### config.mk
export PLATFORM = sky130hd
export DESIGN_NAME = udma_jtag_fifo_host
export DESIGN_NICKNAME = d
export VERILOG_FILES = /design/src/rtl/udma_jtag_host_pkg.sv /design/src/rtl/udma_jtag_host_tckgen.sv /design/src/rtl/udma_jtag_fifo_host.sv
export SDC_FILE = /design/constraint.sdc
export NUM_CORES = 1
export LEC_CHECK = 0
export BUFFER_PORTS_ARGS = -buffer_cell sky130_fd_sc_hd__buf_2
export CAP_MARGIN = 0
export CELL_PAD_IN_SITES_DETAIL_PLACEMENT = 0
export CELL_PAD_IN_SITES_GLOBAL_PLACEMENT = 1
export CORE_UTILIZATION = 35
export CTS_BUF_LIST = sky130_fd_sc_hd__clkbuf_2 sky130_fd_sc_hd__clkbuf_4 sky130_fd_sc_hd__clkbuf_8
export CTS_CLUSTER_SIZE = 10
export DETAILED_ROUTE_END_ITERATION = 12
export PLACE_DENSITY_LB_ADDON = 0.25
export SYNTH_ARGS = -nofsm -noshare
export SYNTH_HDL_FRONTEND = slang
export SYNTH_SLANG_ARGS = --single-unit
### constraint.sdc
create_clock -name clk_i -period 2.85 [get_ports clk_i]
set_input_delay 0.285 -clock clk_i [delete_from_list [all_inputs] [get_ports clk_i]]
set_output_delay 0.285 -clock clk_i [all_outputs]
set_load 0.005 [all_outputs]
### src/rtl/udma_jtag_host_pkg.sv
// Shared types and constants for the uDMA JTAG FIFO host-side DR-scan initiator.
package udma_jtag_host_pkg;

    typedef enum logic [1:0] {
        ST_IDLE    = 2'd0,
        ST_CAPTURE = 2'd1,
        ST_SHIFT   = 2'd2,
        ST_UPDATE  = 2'd3
    } jtag_state_e;

    // Position of the valid flag inside a scan frame; data sits above it.
    localparam int unsigned FLAG_BIT = 0;

    function automatic int unsigned frame_w(input int unsigned data_width);
        return data_width + 1;
    endfunction

endpackage

### src/rtl/udma_jtag_host_tckgen.sv
// TCK generator: divides clk_i down to TCK and flags the clk_i cycle of each TCK edge.
module udma_jtag_host_tckgen #(
    parameter int unsigned CLK_DIV = 4
) (
    input  logic clk_i,
    input  logic rst_i,
    input  logic en_i,
    input  logic idle_i,
    output logic tck_o,
    output logic tck_rise_c_o,
    output logic tck_fall_c_o
);

    localparam int unsigned DIV_W = (CLK_DIV > 1) ? $clog2(CLK_DIV) : 1;

    logic [DIV_W-1:0] div_q, div_d;
    logic             tck_q, tck_d;
    logic             run_c, wrap_c;

    // Disabling only stops TCK once the FSM is idle and TCK is already low.
    always_comb begin
        run_c  = en_i | ~idle_i | tck_q;
        wrap_c = run_c && (div_q == DIV_W'(CLK_DIV - 1));
        div_d  = div_q;
        tck_d  = tck_q;
        if (run_c) begin
            div_d = wrap_c ? '0 : div_q + DIV_W'(1);
        end
        if (wrap_c) begin
            tck_d = ~tck_q;
        end
    end

    always_ff @(posedge clk_i or posedge rst_i) begin
        if (rst_i) begin
            div_q <= '0;
            tck_q <= 1'b0;
        end else begin
            div_q <= div_d;
            tck_q <= tck_d;
        end
    end

    assign tck_o        = tck_q;
    assign tck_rise_c_o = wrap_c & ~tck_q;
    assign tck_fall_c_o = wrap_c &  tck_q;

endmodule

### src/rtl/udma_jtag_fifo_host.sv
// JTAG DR-scan initiator: exchanges one flagged word per scan with a uDMA JTAG FIFO target.
module udma_jtag_fifo_host
    import udma_jtag_host_pkg::*;
#(
    parameter int unsigned DATA_WIDTH = 32,
    parameter int unsigned CLK_DIV    = 4
) (
    input  logic                  clk_i,
    input  logic                  rst_i,
    input  logic                  cfg_en_i,
    input  logic                  cfg_poll_en_i,
    input  logic [DATA_WIDTH-1:0] tx_data_i,
    input  logic                  tx_valid_i,
    output logic                  tx_ready_o,
    output logic [DATA_WIDTH-1:0] rx_data_o,
    output logic                  rx_valid_o,
    input  logic                  rx_ready_i,
    output logic                  busy_o,
    output logic                  jtag_tck_o,
    output logic                  jtag_tdi_o,
    input  logic                  jtag_tdo_i,
    output logic                  jtag_trstn_o,
    output logic                  jtag_capture_dr_o,
    output logic                  jtag_shift_dr_o,
    output logic                  jtag_update_dr_o,
    output logic                  jtag_pause_dr_o
);

    localparam int unsigned FRAME_W = frame_w(DATA_WIDTH);
    localparam int unsigned CNT_W   = $clog2(FRAME_W + 1);

    jtag_state_e               state_q, state_d;
    logic [FRAME_W-1:0]        shift_q, shift_d;
    logic [CNT_W-1:0]          cnt_q, cnt_d;
    logic                      tdi_q, tdi_d;
    logic                      cap_q, cap_d;
    logic                      sdr_q, sdr_d;
    logic                      upd_q, upd_d;
    logic                      busy_q, busy_d;
    logic                      trstn_q;
    logic [DATA_WIDTH-1:0]     rx_data_q, rx_data_d;
    logic                      rx_valid_q, rx_valid_d;
    logic                      tx_ready_c;
    logic                      rise_c, fall_c;

    udma_jtag_host_tckgen #(
        .CLK_DIV (CLK_DIV)
    ) u_tckgen (
        .clk_i        (clk_i),
        .rst_i        (rst_i),
        .en_i         (cfg_en_i),
        .idle_i       (state_q == ST_IDLE),
        .tck_o        (jtag_tck_o),
        .tck_rise_c_o (rise_c),
        .tck_fall_c_o (fall_c)
    );

    // Scan FSM: strobes and TDI move on TCK fall, TDO is captured on TCK rise.
    always_comb begin
        state_d    = state_q;
        shift_d    = shift_q;
        cnt_d      = cnt_q;
        tdi_d      = tdi_q;
        cap_d      = cap_q;
        sdr_d      = sdr_q;
        upd_d      = upd_q;
        rx_data_d  = rx_data_q;
        rx_valid_d = rx_valid_q;
        tx_ready_c = 1'b0;

        if (rx_valid_q && rx_ready_i) begin
            rx_valid_d = 1'b0;
        end

        case (state_q)
            ST_IDLE: begin
                if (fall_c && cfg_en_i && !rx_valid_q && (tx_valid_i || cfg_poll_en_i)) begin
                    if (tx_valid_i) begin
                        shift_d    = {tx_data_i, 1'b1};
                        tx_ready_c = 1'b1;
                    end else begin
                        shift_d = '0;
                    end
                    cap_d   = 1'b1;
                    state_d = ST_CAPTURE;
                end
            end
            ST_CAPTURE: begin
                if (fall_c) begin
                    cap_d   = 1'b0;
                    sdr_d   = 1'b1;
                    tdi_d   = shift_q[FLAG_BIT];
                    cnt_d   = '0;
                    state_d = ST_SHIFT;
                end
            end
            ST_SHIFT: begin
                if (rise_c) begin
                    shift_d = {jtag_tdo_i, shift_q[FRAME_W-1:1]};
                    cnt_d   = cnt_q + CNT_W'(1);
                end else if (fall_c) begin
                    if (cnt_q == CNT_W'(FRAME_W)) begin
                        sdr_d   = 1'b0;
                        upd_d   = 1'b1;
                        tdi_d   = 1'b0;
                        state_d = ST_UPDATE;
                    end else begin
                        tdi_d = shift_q[FLAG_BIT];
                    end
                end
            end
            ST_UPDATE: begin
                if (fall_c) begin
                    upd_d   = 1'b0;
                    state_d = ST_IDLE;
                    // Flag-0 frames carry no payload and are dropped.
                    if (shift_q[FLAG_BIT]) begin
                        rx_data_d  = shift_q[FRAME_W-1:1];
                        rx_valid_d = 1'b1;
                    end
                end
            end
            default: state_d = ST_IDLE;
        endcase

        busy_d = (state_d != ST_IDLE);
    end

    always_ff @(posedge clk_i or posedge rst_i) begin
        if (rst_i) begin
            state_q    <= ST_IDLE;
            shift_q    <= '0;
            cnt_q      <= '0;
            tdi_q      <= 1'b0;
            cap_q      <= 1'b0;
            sdr_q      <= 1'b0;
            upd_q      <= 1'b0;
            busy_q     <= 1'b0;
            trstn_q    <= 1'b0;
            rx_data_q  <= '0;
            rx_valid_q <= 1'b0;
        end else begin
            state_q    <= state_d;
            shift_q    <= shift_d;
            cnt_q      <= cnt_d;
            tdi_q      <= tdi_d;
            cap_q      <= cap_d;
            sdr_q      <= sdr_d;
            upd_q      <= upd_d;
            busy_q     <= busy_d;
            trstn_q    <= 1'b1;
            rx_data_q  <= rx_data_d;
            rx_valid_q <= rx_valid_d;
        end
    end

    assign tx_ready_o        = tx_ready_c;
    assign rx_data_o         = rx_data_q;
    assign rx_valid_o        = rx_valid_q;
    assign busy_o            = busy_q;
    assign jtag_tdi_o        = tdi_q;
    assign jtag_trstn_o      = trstn_q;
    assign jtag_capture_dr_o = cap_q;
    assign jtag_shift_dr_o   = sdr_q;
    assign jtag_update_dr_o  = upd_q;
    assign jtag_pause_dr_o   = 1'b0;

endmodule
# == Word-level counts from Yosys, hierarchy flattened ==
# Index checks and enable logic that the tools add are counted.
# Widths: inputs -> output; s select.
# totals
inputBits,39
word_cells,92
register_bits,83
# classes
mux,39
bitwise,6
n_eq_ne,12
n_reduce_logical,20
n_addsub,2
# op_table
cell,n
$mux 33,3
$pmux 33 s2,1
$mux 1,20
$mux 2,7
$ne 2x2->1 const B,7
$mux 6,2
$pmux 6 s2,1
$reduce_and 3->1,4
$reduce_and 5->1,2
$reduce_bool 2->1,5
$pmux 1 s2,4
$pmux 2 s4,1
$add 6x1->6 const B,1
$eq 2x2->1 const B,3
$eq 6x6->1 const B,1
$logic_and 1x1->1,5
$reduce_and 4->1,1
$add 2x1->2 const B,1
$and 1x1->1,2
$eq 2x1->1 const B,1
$logic_not 2->1,1
$not 1->1,2
$or 1x1->1,2
$logic_not 1->1,1
$logic_or 1x1->1,1

# == Longest topological paths before layout ==
# depth
ltp_word,12
depth_mapped,7

# == Hierarchy ==
# From an unflattened synthesis, not the netlist that was laid out.
# unflattened
hier_cells,337
area_unflattened_um2,3902.5
# modules_own_cells
mod,instances,cells_each,area_per_inst_um2
udma_jtag_fifo_host,1,322,3737.3
udma_jtag_host_tckgen,1,15,165.2

# == Least setup slack after synthesis ==
# OpenSTA, ideal clock, no wires.
# synth_timing
kind,reg-to-reg
start,register u_tckgen.div_q[0]
end,"register rx_data_q[16], in the netlist rx_data_o[16]"
setup_ps,125
arrival_ps,1624
setup_slack_ps,1101
stages_incl_launch_ff,7
period_less_slack_ps,1749
path_buffers,2
required_ps,2725
cell_sequence,dfrtp_1 > ha_1 > buf_2 > nand3_1 > nor2_1 > buf_4 > mux2_2
# synth_between
elab_chain_cells,4
# synth_rtl
element,line_no,rtl
from (decl),udma_jtag_host_tckgen.sv:16,"logic [DIV_W-1:0] div_q, div_d;"
from (signal assigned),udma_jtag_host_tckgen.sv:39,div_q <= div_d;
$eq 2x2->1,udma_jtag_host_tckgen.sv:23,wrap_c = run_c && (div_q == DIV_W'(CLK_DIV - 1));
$logic_and 1x1->1,udma_jtag_host_tckgen.sv:23,
$and 1x1->1,udma_jtag_host_tckgen.sv:46,assign tck_fall_c_o = wrap_c & tck_q;
$reduce_and 3->1 (no source line),n/a,
to (signal assigned),udma_jtag_fifo_host.sv:152,rx_data_q <= rx_data_d;
to (decl),udma_jtag_fifo_host.sv:41,"logic [DATA_WIDTH-1:0] rx_data_q, rx_data_d;"
# No other way between the ends.
# A chain may end at the register's enable or synchronous reset.

# == Worst setup path in the final report ==
# layout_timing
start,register u_tckgen.div_q[0]
end,register shift_q[32]
# layout_between
elab_chain_cells,8
word_cells_on_any_way,10
cone_classes,eq/ne: 3; bitwise: 2; reduce/logical: 5
# layout_rtl
element,line_no,rtl
$eq 2x2->1 *,udma_jtag_host_tckgen.sv:23,
$logic_and 1x1->1 *,udma_jtag_host_tckgen.sv:23,
$and 1x1->1,udma_jtag_host_tckgen.sv:46,
$logic_and 1x1->1 (3 in series),udma_jtag_fifo_host.sv:77,if (fall_c && cfg_en_i && !rx_valid_q && (tx_valid_i || cfg_poll_en_i)) begin
$ne 2x2->1 (no source line),n/a,
$reduce_and 3->1 (no source line) *,n/a,
to (signal assigned),udma_jtag_fifo_host.sv:144,shift_q <= shift_d;
to (decl),udma_jtag_fifo_host.sv:33,"logic [FRAME_W-1:0] shift_q, shift_d;"
# Every way passes the cells marked *; elsewhere a longest branch is shown, timed or not.

==> reports/results.ini <==
[critical_path]
critPathRequiredTime_ns = 3.09
worst-path-buf-inv = 1
cp_top_family = adder cells
worst_r2r_endpoint = shift_q[32]
cpPeakStageDelay_ns = 0.40
critPathArrivalTime_ns = 2.38
crit_path_cell_trace = ha_1 > and2_1 > a31o_2 > buf_4 > mux2_2
startpoint_type = register
critical-path-slowest-cell = ha_1
worstReg2RegStart = u_tckgen.div_q[0]
critical_path_class = register to register
critPathMaxFanout = 21
worst_setup_path_end_kind = register
worst_r2r_path_depth = 5
r2r_slack_ns = 0.71
critical_path_depth = 5

[cts]
clock_insertion_delay_worst_skew_ns = 0.35
holdBufCountCts = 0
cts_made_buffers = 9
ctsLongestPathBuffers = 2
ctsResizeCount = 0
tritoncts = yes
clkSinkCount = 83
clk_root_buffer_cell = clkbuf_8
post-cts-setup-buffer-count = 0
clk_transition_reported_paths_ns = 0.09
cts.htree.levels = 3

[logic_synthesis]
synth.ff_latch_count = 83
synth-async-reset-ratio_pct = 100
synth.distinct_cells = 47
post_synth_net_total = 391
post_synth_top_flop = dfrtp_1
synth_area_leader_cell = dfrtp_1
syn-cell-area_sq_um = 4160
synthTopCellsByArea = dfrtp_1 50%, mux2_4 11%, mux2_2 8.4%, nand3b_1 5.8%, o21ai_0 4.2%
postSynthAreaPerCell_sq_um = 11.9
synth.yosys.seq_area_share_pct = 49.9
syn-instance-count = 349
synthesis.yosys.warnings = 0
synth_top_area_share_pct = 49.9
synth_edf_count = 0

[pwr]
power_switching_uw = 1280
peakVddDrop_uv = 265
power.share.combinational_pct = 31.5
power.clock.fraction_pct = 22.6
power_report.internal_total_uw = 2590
power_per_cell_area_nw_per_um2 = 804
power_leakage_uw = 0.00236
sw_frac_of_total_pct = 33.1
totalPowerFinal_uw = 3870
power.sequential.fraction_pct = 45.9

[timing]
tightest_slew_ns = 0.773
relative_max_transition_margin_pct = 48.4
rsz0062_at_grt = no
final_period_minus_worst_setup_slack_ns = 2.14
setup_viol = 0
report.final.slew_viol_count = 0
finalSetupTns_ns = 0
finClkSkew_ns = 0.0111
hold_violations = 0
min_period_over_period_pct = 75.2
fmaxAchievable_mhz = 467

[finish]
fill_cells = 1130
layout-drive-gt1-share_pct = 40.8
antenna_cells = 0
layout_commonest_cell = dfrtp_1
layout-area-overhead-vs-synth_pct = 15.7
layout_common_cells = 82 x dfrtp_1, 79 x buf_2, 41 x nand2_1, 35 x o21ai_0, 32 x nand3b_1
layout.area.seq_sq_um = 2080
finalNetCount = 461
multi_input_comb_area_sq_um = 1850

[routing]
initialDrtViolationCount = 117
number_of_nets_with_antenna_violations_after_detailed_routing = 0
drc = 8
met2_wirelength_mm = 4.33
route.vias.total = 2829
met3_routed_wl_microns = 422
firstDrtPassIters = 11
routedLengthMet1_mm = 4.38
wl_per_cell_microns = 16.3
detail_route.vias_per_cell = 4.99
wirelength_mm = 9.24
dr.max_layer_used = met4

[grt]
largest_net_degree_at_the_start_of_global_routing = 44
grt_pass1_wl_mm = 15.5
number_of_global_route_vias_before_repair = 2970
global_route.overflow_total = 0
antenna_violations_before_repair = 0
grt_usage_pct = 16.0

[die]
start_util_pct = 36.1
chipHeight_microns = 111
num_io_pins = 81
core.rowCount = 39
die-area_sq_um = 12300
die-width_microns = 111
core-area_sq_um = 11500

[run]
max_cap_viol_count = 0

[status]
violations = design-rule violations
run_status = finished with violations

[placed_design]
placement.io_buffers = 79
gp_congestion = 0.701
detailedPlacementHpwl_mm = 6.10

[hold_path]
hold_path_class = input pin to asynchronous set/reset pin

## cell families (layout without fill, tap and decap cells)
logic type / count (synthesis) / in the layout / synth area share (%)
XOR/XNOR: 1 / 1 / 0.210
other: 2 / 2 / 0.180
buffers and inverters: 36 / 111 / 5.77
flip-flops: 83 / 83 / 49.9
adder cells (fa/ha/maj): 3 / 3 / 0.902
multiplexers: 68 / 68 / 21.1
AO/OA/AOI/OAI: 54 / 54 / 7.33
AND/OR/NAND/NOR: 102 / 102 / 14.6
## worst register-to-register path, cell delays in order, from the launching register on
cell and delay (ns):
dfrtp_1 0.37, ha_1 0.40, and2_1 0.30, a31o_2 0.20, buf_4 0.36, mux2_2 0.39
## power by group through the flow
stage                     Combinational (uW)  Clock [uW]  Sequential (uW)
after CTS                               1230         905             1780
final                                   1220         877             1780
after global routing                    1340         953             1830
after detailed placement                1230           0             1800
after floorplan                         1030           0             1670
after global placement                  1210           0             1790
## worst max-delay path by stage
stage	from	end	slack (ns)
after detailed placement	u_tckgen.div_q[0]	shift_q[32]	0.73
after CTS	state_q[1]	shift_q[32]	0.71
after global routing	u_tckgen.div_q[0]	shift_q[32]	0.55
after global placement	state_q[1]	shift_q[32]	0.74
final	u_tckgen.div_q[0]	shift_q[32]	0.71
after floorplan	rst_i	busy_o	0.43
## metrics by stage
step / worst slack [ns] / cells / cell area [sq um] / util (%) / hold WS [ns]
after floorplan: 0.428 / 349 / 4160 / - / 0.384
after global routing: 0.551 / 567 / 4820 / 41.8 / 0.0931
after detailed placement: 0.733 / 551 / 4610 / 40.1 / 0.464
after CTS: 0.709 / 567 / 4820 / 41.8 / 0.0718
final: 0.707 / 567 / 4820 / 41.8 / 0.0395
after global placement: 0.744 / 551 / 4610 / 40.1 / 0.447
## cell usage after synthesis (all sizes together), types with 2 or more instances
library cell	count
nand2	41
clkbuf	15
nand4bb	2
ha	3
o21ai	38
buf	14
nor3	2
or3	2
nand3b	32
a21o	2
nand4	2
conb	2
dfrtp	83
and3	2
nand4b	2
nor2	3
mux2	67
nand3	6
a21oi	5
inv	7
## metal layers
| layer | track usage [%] | vias to the layer above |
|---|---|---|
| met3 | 4.10 | 10 |
| met4 | 4.14 | 0 |
| met2 | 25.7 | 71 |
| met1 | 21.6 | 1381 |
| met5 | 0 | - |
| li1 | - | 1367 |
## sequential cells by signal, summed over array words and instances, names as in the netlist
name               count
shift_q               33
busy_o                 1
u_tckgen.div_q         2
rx_data_o             32
cnt_q                  6
jtag_trstn_o           1
jtag_tdi_o             1
u_tckgen.tck_o         1
rx_valid_o             1
jtag_shift_dr_o        1
jtag_update_dr_o       1
state_q                2
jtag_capture_dr_o      1
## cell type report
type / instances / share of cell area (%)
Sequential cell: 83 / 43.2
Multi-Input combinational cell: 230 / 38.5
Timing Repair Buffer: 88 / 9.87
Tap cell: 143 / 3.72
Clock buffer: 12 / 3.17
Clock inverter: 4 / 1.04
Inverter: 7 / 0.572
No activity file was read; power rests on OpenSTA's default activity.
